$ cat config.mk
export PLATFORM = sky130hd
export DESIGN_NAME = led_count_ctrl_flat
export DESIGN_NICKNAME = d
export VERILOG_FILES = /design/src/rtl/led_count_ctrl_pkg.sv /design/src/rtl/led_count_ctrl_if.sv /design/src/rtl/led_count_ctrl_sync_edge.sv /design/src/rtl/led_count_ctrl.sv /design/src/flat_wrapper.sv
export SDC_FILE = /design/constraint.sdc
export NUM_CORES = 1
export LEC_CHECK = 0
export CAP_MARGIN = 20
export CORE_ASPECT_RATIO = 0.6
export CORE_MARGIN = 4
export CORE_UTILIZATION = 27
export DETAILED_ROUTE_END_ITERATION = 8
export GPL_TIMING_DRIVEN = 0
export PLACE_DENSITY = 0.51
export SETUP_SLACK_MARGIN = 0.3
export SYNTH_ARGS = -nofsm -noshare
export SYNTH_HDL_FRONTEND = slang
export SYNTH_HIERARCHICAL = 1
export SYNTH_SLANG_ARGS = --single-unit
$ cat constraint.sdc
create_clock -name clk -period 2.7 [get_ports clk]
set_clock_uncertainty 0.1 [all_clocks]
set_input_delay 0.54 -clock clk [delete_from_list [all_inputs] [get_ports clk]]
set_output_delay 0.54 -clock clk [all_outputs]
set_load 0.02 [all_outputs]
$ cat src/rtl/led_count_ctrl_pkg.sv
// Shared encodings for the LED counter sequencing controller:
// run modes, direction values and FSM states.
package led_ctrl_pkg;

  localparam logic [1:0] MODE_STOP   = 2'd0;
  localparam logic [1:0] MODE_UP     = 2'd1;
  localparam logic [1:0] MODE_DOWN   = 2'd2;
  localparam logic [1:0] MODE_BOUNCE = 2'd3;

  localparam logic DIR_UP   = 1'b1;
  localparam logic DIR_DOWN = 1'b0;

  typedef enum logic [1:0] {
    ST_IDLE     = 2'd0,
    ST_RUN_UP   = 2'd1,
    ST_RUN_DOWN = 2'd2,
    ST_STEP     = 2'd3
  } ctrl_state_e;

  // State entered at a prescaler wrap for a given mode; BOUNCE follows the held direction.
  function automatic ctrl_state_e wrap_target(input logic [1:0] mode, input logic dir);
    ctrl_state_e st;
    st = ST_IDLE;
    case (mode)
      MODE_UP:     st = ST_RUN_UP;
      MODE_DOWN:   st = ST_RUN_DOWN;
      MODE_BOUNCE: st = (dir == DIR_UP) ? ST_RUN_UP : ST_RUN_DOWN;
      default:     st = ST_IDLE;
    endcase
    return st;
  endfunction

endpackage

$ cat src/rtl/led_count_ctrl_if.sv
// Board-side bundle between switches/buttons, the counter datapath and the controller.
interface led_count_ctrl_if #(
  parameter int CNT_W = 8
);
  import led_ctrl_pkg::*;

  logic [1:0]       mode;
  logic             step_btn;
  logic [CNT_W-1:0] count_in;
  // tick is a one-cycle strobe with no back-pressure: the datapath must take every
  // tick using the direction presented in that same cycle.
  logic             tick;
  logic             direction;
  logic             running;
  ctrl_state_e      dbg_state;

  modport master (
    output mode, step_btn, count_in,
    input  tick, direction, running, dbg_state
  );

  modport slave (
    input  mode, step_btn, count_in,
    output tick, direction, running, dbg_state
  );

endinterface

$ cat src/rtl/led_count_ctrl_sync_edge.sv
// Two-flop synchroniser per bit followed by a registered rising-edge detector.
module sync_edge #(
  parameter int W = 1
) (
  input  logic         clk,
  input  logic         reset,
  input  logic [W-1:0] i_d,
  output logic [W-1:0] o_sync,
  output logic [W-1:0] o_rise
);

  logic [W-1:0] r_s1;
  logic [W-1:0] r_s2;
  logic [W-1:0] r_prev;
  logic [W-1:0] r_rise;

  always_ff @(posedge clk) begin
    if (reset) begin
      r_s1   <= '0;
      r_s2   <= '0;
      r_prev <= '0;
      r_rise <= '0;
    end else begin
      r_s1   <= i_d;
      r_s2   <= r_s1;
      r_prev <= r_s2;
      r_rise <= r_s2 & ~r_prev;
    end
  end

  assign o_sync = r_s2;
  assign o_rise = r_rise;

endmodule

$ cat src/rtl/led_count_ctrl.sv
// Prescaler, run-mode FSM and direction register driving the LED up/down counter.
module led_count_ctrl
  import led_ctrl_pkg::*;
#(
  parameter int PRESCALE = 25_000_000,
  parameter int CNT_W    = 8
) (
  input  logic             clk,
  input  logic             reset,
  led_count_ctrl_if.slave  bus
);

  localparam int PW = (PRESCALE > 1) ? $clog2(PRESCALE) : 1;
  localparam logic [PW-1:0] PRE_LAST  = PW'(PRESCALE - 1);
  localparam logic [PW-1:0] PRE_SETUP = PW'(PRESCALE - 2);

  logic [PW-1:0] r_pre_q;
  logic          r_direction;
  ctrl_state_e   r_state;

  ctrl_state_e   w_next_state;
  ctrl_state_e   w_wrap_state;
  logic          w_next_dir;
  logic          w_wrap;
  logic          w_setup;
  logic          w_running;
  logic [2:0]    w_sync;
  logic [2:0]    w_rise;
  logic [1:0]    w_mode;
  logic          w_step_pulse;

  // Bit 0 is the step button (edge used); bits 2:1 are the mode switches (level used).
  sync_edge #(.W(3)) u_sync (
    .clk    (clk),
    .reset  (reset),
    .i_d    ({bus.mode, bus.step_btn}),
    .o_sync (w_sync),
    .o_rise (w_rise)
  );

  assign w_mode       = w_sync[2:1];
  assign w_step_pulse = w_rise[0];
  wire unused_sync    = &{1'b0, w_sync[0], w_rise[2:1]};

  assign w_wrap  = (r_pre_q == PRE_LAST);
  assign w_setup = (r_pre_q == PRE_SETUP);

  always_ff @(posedge clk) begin
    if (reset) begin
      r_pre_q <= '0;
    end else if (w_wrap) begin
      r_pre_q <= '0;
    end else begin
      r_pre_q <= r_pre_q + PW'(1);
    end
  end

  // Direction settles one cycle ahead of the wrap so it is stable on every tick.
  always_comb begin
    w_next_dir = r_direction;
    case (w_mode)
      MODE_UP:   w_next_dir = DIR_UP;
      MODE_DOWN: w_next_dir = DIR_DOWN;
      MODE_BOUNCE: begin
        if (r_direction == DIR_UP && bus.count_in == '1) begin
          w_next_dir = DIR_DOWN;
        end else if (r_direction == DIR_DOWN && bus.count_in == '0) begin
          w_next_dir = DIR_UP;
        end
      end
      default: w_next_dir = r_direction;
    endcase
  end

  always_ff @(posedge clk) begin
    if (reset) begin
      r_direction <= DIR_UP;
    end else if (w_setup) begin
      r_direction <= w_next_dir;
    end
  end

  always_ff @(posedge clk) begin
    if (reset) begin
      r_state <= ST_IDLE;
    end else begin
      r_state <= w_next_state;
    end
  end

  always_comb begin
    w_next_state = r_state;
    w_wrap_state = wrap_target(w_mode, r_direction);
    case (r_state)
      ST_IDLE: begin
        if (w_wrap && w_wrap_state != ST_IDLE) begin
          w_next_state = w_wrap_state;
        end else if (w_step_pulse) begin
          w_next_state = ST_STEP;
        end
      end
      ST_RUN_UP, ST_RUN_DOWN: begin
        if (w_wrap) begin
          w_next_state = w_wrap_state;
        end
      end
      ST_STEP: w_next_state = ST_IDLE;
      default: w_next_state = ST_IDLE;
    endcase
  end

  assign w_running = (r_state == ST_RUN_UP) || (r_state == ST_RUN_DOWN);

  // A tick due in the same cycle that reset is asserted is dropped.
  assign bus.tick      = ~reset & ((w_running & w_wrap) | (r_state == ST_STEP));
  assign bus.direction = r_direction;
  assign bus.running   = w_running;
  assign bus.dbg_state = r_state;

endmodule
$ cat src/flat_wrapper.sv
// flat-port wrapper written by rule: the top's interface ports become plain ports
module led_count_ctrl_flat import led_ctrl_pkg::*;
#(
  parameter int PRESCALE = 25_000_000,
  parameter int CNT_W    = 8
)
  (clk, reset, bus_mode, bus_step_btn, bus_count_in, bus_tick, bus_direction, bus_running, bus_dbg_state);
  led_count_ctrl_if #(.CNT_W(CNT_W)) bus_i ();
  input  logic clk;
  input  logic reset;
  input wire logic [$bits(bus_i.mode)-1:0] bus_mode;
  input wire logic [$bits(bus_i.step_btn)-1:0] bus_step_btn;
  input wire logic [$bits(bus_i.count_in)-1:0] bus_count_in;
  output wire logic [$bits(bus_i.tick)-1:0] bus_tick;
  output wire logic [$bits(bus_i.direction)-1:0] bus_direction;
  output wire logic [$bits(bus_i.running)-1:0] bus_running;
  output wire logic [$bits(bus_i.dbg_state)-1:0] bus_dbg_state;
  assign bus_i.mode = bus_mode;
  assign bus_i.step_btn = bus_step_btn;
  assign bus_i.count_in = bus_count_in;
  assign bus_tick = bus_i.tick;
  assign bus_direction = bus_i.direction;
  assign bus_running = bus_i.running;
  assign bus_dbg_state = bus_i.dbg_state;
  led_count_ctrl #(.PRESCALE(PRESCALE), .CNT_W(CNT_W)) u_core (.clk(clk), .reset(reset), .bus(bus_i));
endmodule
==> flow_summary.toml, run 1 <==
[status]
outcome = "finished with violations"
violations = "setup timing"

[worst_setup_path]
r2r_start = "u_core/r_pre_q[8]$_SDFF_PP0_"
crit_type = "reg2out"
r2r-end = "u_core/bus.dbg_state[0]$_SDFFE_PP0P_"
startpoint_type = "register"
crit_path_max_fanout = 2
reg2reg_slack_ns = 0.33
ff2ff_path_depth = 6
crit_arrival_ns = 2.17
end_kind = "output port"
crit_required_ns = 2.06

[cells_and_area]
area_delta_synth_final_pct = 26.1
utilization_pct = 35.0
drive_above_1_share_pct = 13.3
finalInstanceArea_um2 = 2140
antenna_cells = 0
nets = 235
final_cells = 302
final_common_cell = "dfxtp_1"
most-common-layout-cells = "34 x dfxtp_1, 33 x nor2_1, 15 x clkdlybuf4s50_1, 15 x xor2_1"

[grt]
grt_max_degree = 14
track_usage_pct = 10.1
antenna_found_initial = 0
grt_pass1_vias = 1164
grt_first_pass_wirelength_um = 5980
grt.overflow.total = 0

[cts]
clkTransAtPathRegs_ns = 0.08
cts_max_level = 2
max-clock-path-buffers = 2
cts_tree = "done"
hold_buffers = 0
clock-sinks = 36
cts_buffers = 5
cts_root_buf = "clkbuf_8"
clock_latency_ns = 0.29

[synth]
syn_avg_cell_area_um2 = 8.96
syn_inst = 189
synth_nets = 207
yosys_warnings = 6
syn_area_um2 = 1690

[floorplan]
initial_core_util_pct = 27.7
dieWidth_um = 110
fp-row-count = 22
die-area_um2 = 7650
io_pins = 18
coreArea_um2 = 6110
die_h_um = 69.4

[sta]
hold_viol_final = 0
finalMaxSlewViolations = 0
rsz0062_at_grt = "true"
setup-tns-final_ns = -0.107
max_freq_mhz = 356
maxSlewHeadroom_pct = 59.9
fin_hold_ws_ns = 0.314
final-setup-viol-count = 1
period_needed_ns = 2.81
setup_ws_ns = -0.107
period_share_pct = 104
worst_slew_pin_slew_ns = 0.599

[worst_hold_path]
whs_path_depth = 1
hp-start = "u_core/u_sync/r_prev[0]$_SDFF_PP0_"
min_path_type = "reg2reg"
holdPathEnd = "u_core/u_sync/o_rise[0]$_SDFF_PP0_"

[place]
post-place-ws_ns = -0.432
place_congestion = 0.746
port_buffers = 17
place_area_um2 = 1980
hpwl_um = 2610
dp.cells = 290

[detailed_routing]
dr.first_iter.drc_count = 45
vias = 1327
dr.pass1.iters = 4
drt-total-wl_um = 3530
vias_per_cell = 4.39
drc = 0
route.detailed.wl_per_inst_um = 11.7
antenna_left = 0

[power_and_ir_drop]
leakagePower_nw = 0.756
powerDensity_nw_per_um2 = 604
power_mw = 1.29
irDropWorstVdd_v = 0.000244

[run]
drv_cap = 0
[worst max path at each step]
| stage | startpoint | endpoint | slack (ns) | cells past startpoint |
|---|---|---|---|---|
| final | u_core/r_pre_q[8]$_SDFF_PP0_ | bus_tick | -0.11 | 6 |
| after global placement | u_core/r_pre_q[8]$_SDFF_PP0_ | bus_tick | -0.42 | 6 |
| after global routing | u_core/r_pre_q[23]$_SDFF_PP0_ | bus_tick | -0.20 | 6 |
| after CTS | u_core/r_pre_q[23]$_SDFF_PP0_ | bus_tick | -0.22 | 6 |
| after detailed placement | u_core/r_pre_q[8]$_SDFF_PP0_ | bus_tick | -0.43 | 6 |
| after floorplan | u_core/r_pre_q[8]$_SDFF_PP0_ | bus_tick | 0.23 | 5 |
[worst max-delay path, cell delays in order (launching register included)]
cell and delay (ns):
dfxtp_4 0.35, or4_4 0.50, or4_4 0.45, nor3_4 0.22
nand2_2 0.09, a21oi_4 0.13, buf_6 0.14
[sequential cells by signal, summed over array words and instances (netlist names)]
name and flops:
u_core/u_sync/r_s1 3, u_core/r_pre_q 25, u_core/bus.direction 1, u_core/bus.dbg_state 2, u_core/u_sync/o_sync 3, u_core/u_sync/r_prev 1
u_core/u_sync/o_rise 1
[timing repair]
item                                    in CTS  in global routing
pin swaps                                    4                  4
gates resized for setup                     12                  0
endpoints found under the hold margin        0                  0
setup buffers                                3                  1
endpoints found under the setup margin       2                 22
gates cloned                                 0                  0
[routing by layer]
metal  global-route usage (%)  wire, µm  up-vias
met5                        0         0        -
met4                     4.10        27        0
met3                     3.07       149        2
met2                     10.4      1250       17
met1                     17.3      2100      601
li1                         -         -      707
[final cells by class]
cell class / instances / area [µm²]
fill: 647 / 3970
multi-input combinational: 141 / 923
sequential: 36 / 726
timing repair buffer: 21 / 200
tap: 84 / 105
clock buffer: 5 / 68.8
clock inverter: 3 / 46.3
buffer: 3 / 33.8
inverter: 9 / 33.8
[power by group]
group	leakage [nW]	internal, mW	total [mW]	switching (mW)
Sequential	0.294	0.549	0.569	0.0201
Combinational	0.408	0.108	0.232	0.124
Clock	0.0548	0.278	0.489	0.211
Note: power is estimated with default switching activity, not from simulation.
==> inputs of run 2 (changes only) <==
--- a/config.mk
+++ b/config.mk
@@ -9,9 +9,11 @@
 export CORE_ASPECT_RATIO = 0.6
 export CORE_MARGIN = 4
 export CORE_UTILIZATION = 27
+export CTS_CLUSTER_SIZE = 10
 export DETAILED_ROUTE_END_ITERATION = 8
 export GPL_TIMING_DRIVEN = 0
 export PLACE_DENSITY = 0.51
+export REMOVE_ABC_BUFFERS = 1
 export SETUP_SLACK_MARGIN = 0.3
 export SYNTH_ARGS = -nofsm -noshare
 export SYNTH_HDL_FRONTEND = slang
==> constraint.sdc (replaced) <==
create_clock -name clk -period 3 [get_ports clk]
set_clock_uncertainty 0.1 [all_clocks]
set_input_delay 0.6 -clock clk [delete_from_list [all_inputs] [get_ports clk]]
set_output_delay 0.6 -clock clk [all_outputs]
set_load 0.02 [all_outputs]
==> run 2 against run 1 <==
  * The flow now finishes without violations
  * Global-route usage is 0.34 points lower
  * Core utilization is 1.3 points lower
  * Worst hold slack better by 0.0066 ns
  * Wire length is 0.34% lower
  * Critical path depth stayed put
  * Setup slack better by 0.17 ns
  * Non-clock buffer count is 3 lower
  * Clock-buffer cell count is 1 higher
  * Clock power is 34% lower
  * Highest routed layer unchanged
==> flow_summary.toml, run 2 (synthesized netlist as in run 1, its figures left out) <==
[status]
outcome = "completed"

[cells_and_area]
area_delta_synth_final_pct = 21.6
top_register = "u_core/r_pre_q"
largest_register_ff_count = 25
fillCellCount = 654
antenna_cells = 0
finalInstanceArea_um2 = 2060
utilization_pct = 33.7
nets = 232
drive_above_1_share_pct = 11.2
final_common_cell = "dfxtp_1"
final_cells = 298
most-common-layout-cells = "34 x dfxtp_1, 33 x nor2_1, 16 x clkdlybuf4s50_1"

[detailed_routing]
antenna_left = 0
drt-total-wl_um = 3510
vias_per_cell = 4.46
drc = 0
route.detailed.wl_per_inst_um = 11.8
dr.first_iter.drc_count = 63
vias = 1329
dr.pass1.iters = 6

[worst_setup_path]
startpoint_type = "register"
crit_type = "reg2out"
crit_chain = "or4_4, or4_4, nor3_4, nand2_2, a21oi_2, buf_6"
end_kind = "output port"
cp_common_cell = "or4_4"
cp.buffers_inverters = 1
cp_slowest_cell = "or4_4"
crit_arrival_ns = 2.23
cp_top_family = "simple AND/OR/NAND/NOR gates"
crit_required_ns = 2.30
crit_path_max_fanout = 2
slowest_delay_ns = 0.51

[power_and_ir_drop]
clockPowerShare_pct = 30.9
seq_power_share_pct = 48.9
combPwrFrac_pct = 20.2
irDropWorstVdd_v = 0.000200
power_mw = 1.05
leakagePower_nw = 0.721
powerDensity_nw_per_um2 = 509
swShare_pct = 28.4
p_int_mw = 0.750
p_switching_mw = 0.298

[sta]
max_freq_mhz = 341
final-setup-viol-count = 0
rsz0062_at_grt = "true"
hold_viol_final = 0
period_share_pct = 97.7
worst_slew_pin_slew_ns = 0.992
setup-tns-final_ns = 0
setup_ws_ns = 0.0679
period_needed_ns = 2.93
finalMaxSlewViolations = 0
maxSlewHeadroom_pct = 33.8
fin_hold_ws_ns = 0.321

[grt]
grt.overflow.total = 0
track_usage_pct = 9.72
grt_pass1_vias = 1233
antenna_found_initial = 0
grt_first_pass_wirelength_um = 5940
grt_max_degree = 25

[floorplan]
dieWidth_um = 110
coreArea_um2 = 6110
fp-row-count = 22
die-area_um2 = 7650
io_pins = 18
initial_core_util_pct = 27.7
die_h_um = 69.4

[cts]
clock_latency_ns = 0.29
cts_root_buf = "clkbuf_8"
max-clock-path-buffers = 2
cts_buffers = 5
clkTransAtPathRegs_ns = 0.07
cts_tree = "done"
hold_buffers = 0
clock-sinks = 36
cts_max_level = 2

[place]
post-place-ws_ns = -0.202
dp.cells = 287
place_area_um2 = 1940
place_congestion = 0.766
port_buffers = 17
hpwl_um = 2490

[worst_hold_path]
min_path_type = "reg2reg"

[run]
drv_cap = 0
run 2: repair_timing:
| item | CTS | global route |
|---|---|---|
| pin swaps | 5 | 3 |
| resized for setup | 9 | 3 |
| setup endpoints to repair | 2 | 25 |
| setup buffers | 3 | 1 |
run 2: worst register-to-register path, delay by kind of cell (launching register included):
family	cells	cell delay, ns
AND/OR/NAND/NOR	3	1.06
buffers and inverters	1	0.17
flip-flops	1	0.35
AO/OA/AOI/OAI	2	1.01
run 2: final cells by class:
class                           count  area [µm²]  share of cell area (%)
Clock buffer                        6        72.6                    3.52
Tap cell                           84         105                    5.10
Timing Repair Buffer               21         201                    9.78
Clock inverter                      1        5.00                   0.243
Inverter                            9        33.8                    1.64
Sequential cell                    36         726                    35.2
Multi-Input combinational cell    141         916                    44.5
run 2: power groups by stage:
stage                     Combinational, mW  Clock (mW)  Sequential, mW
after detailed placement              0.209           0           0.523
final                                 0.212       0.324           0.512
after global routing                  0.234       0.354           0.515
after global placement                0.205           0           0.524
after floorplan                       0.120           0           0.530
after CTS                             0.209       0.337           0.511
run 2: worst paths after layout:
kind | from | endpoint | slack (ns) | depth (start not counted)
setup / recovery | u_core/r_pre_q[8]$_SDFF_PP0_ | bus_tick | 0.07 | 6
setup reg to reg | u_core/r_pre_q[8]$_SDFF_PP0_ | u_core/bus.dbg_state[0]$_SDFFE_PP0P_ | 0.19 | 6
hold reg to reg | u_core/u_sync/r_prev[0]$_SDFF_PP0_ | u_core/u_sync/o_rise[0]$_SDFF_PP0_ | 0.32 | 1
hold / removal | u_core/u_sync/r_prev[0]$_SDFF_PP0_ | u_core/u_sync/o_rise[0]$_SDFF_PP0_ | 0.32 | 1
run 2: routing by layer:
layer	wire length (µm)	global-route usage, %	up-vias
li1	-	-	696
met1	2090	15.7	615
met2	1270	11.3	14
met3	133	3.35	4
met4	25	3.28	0
met5	0	0	-
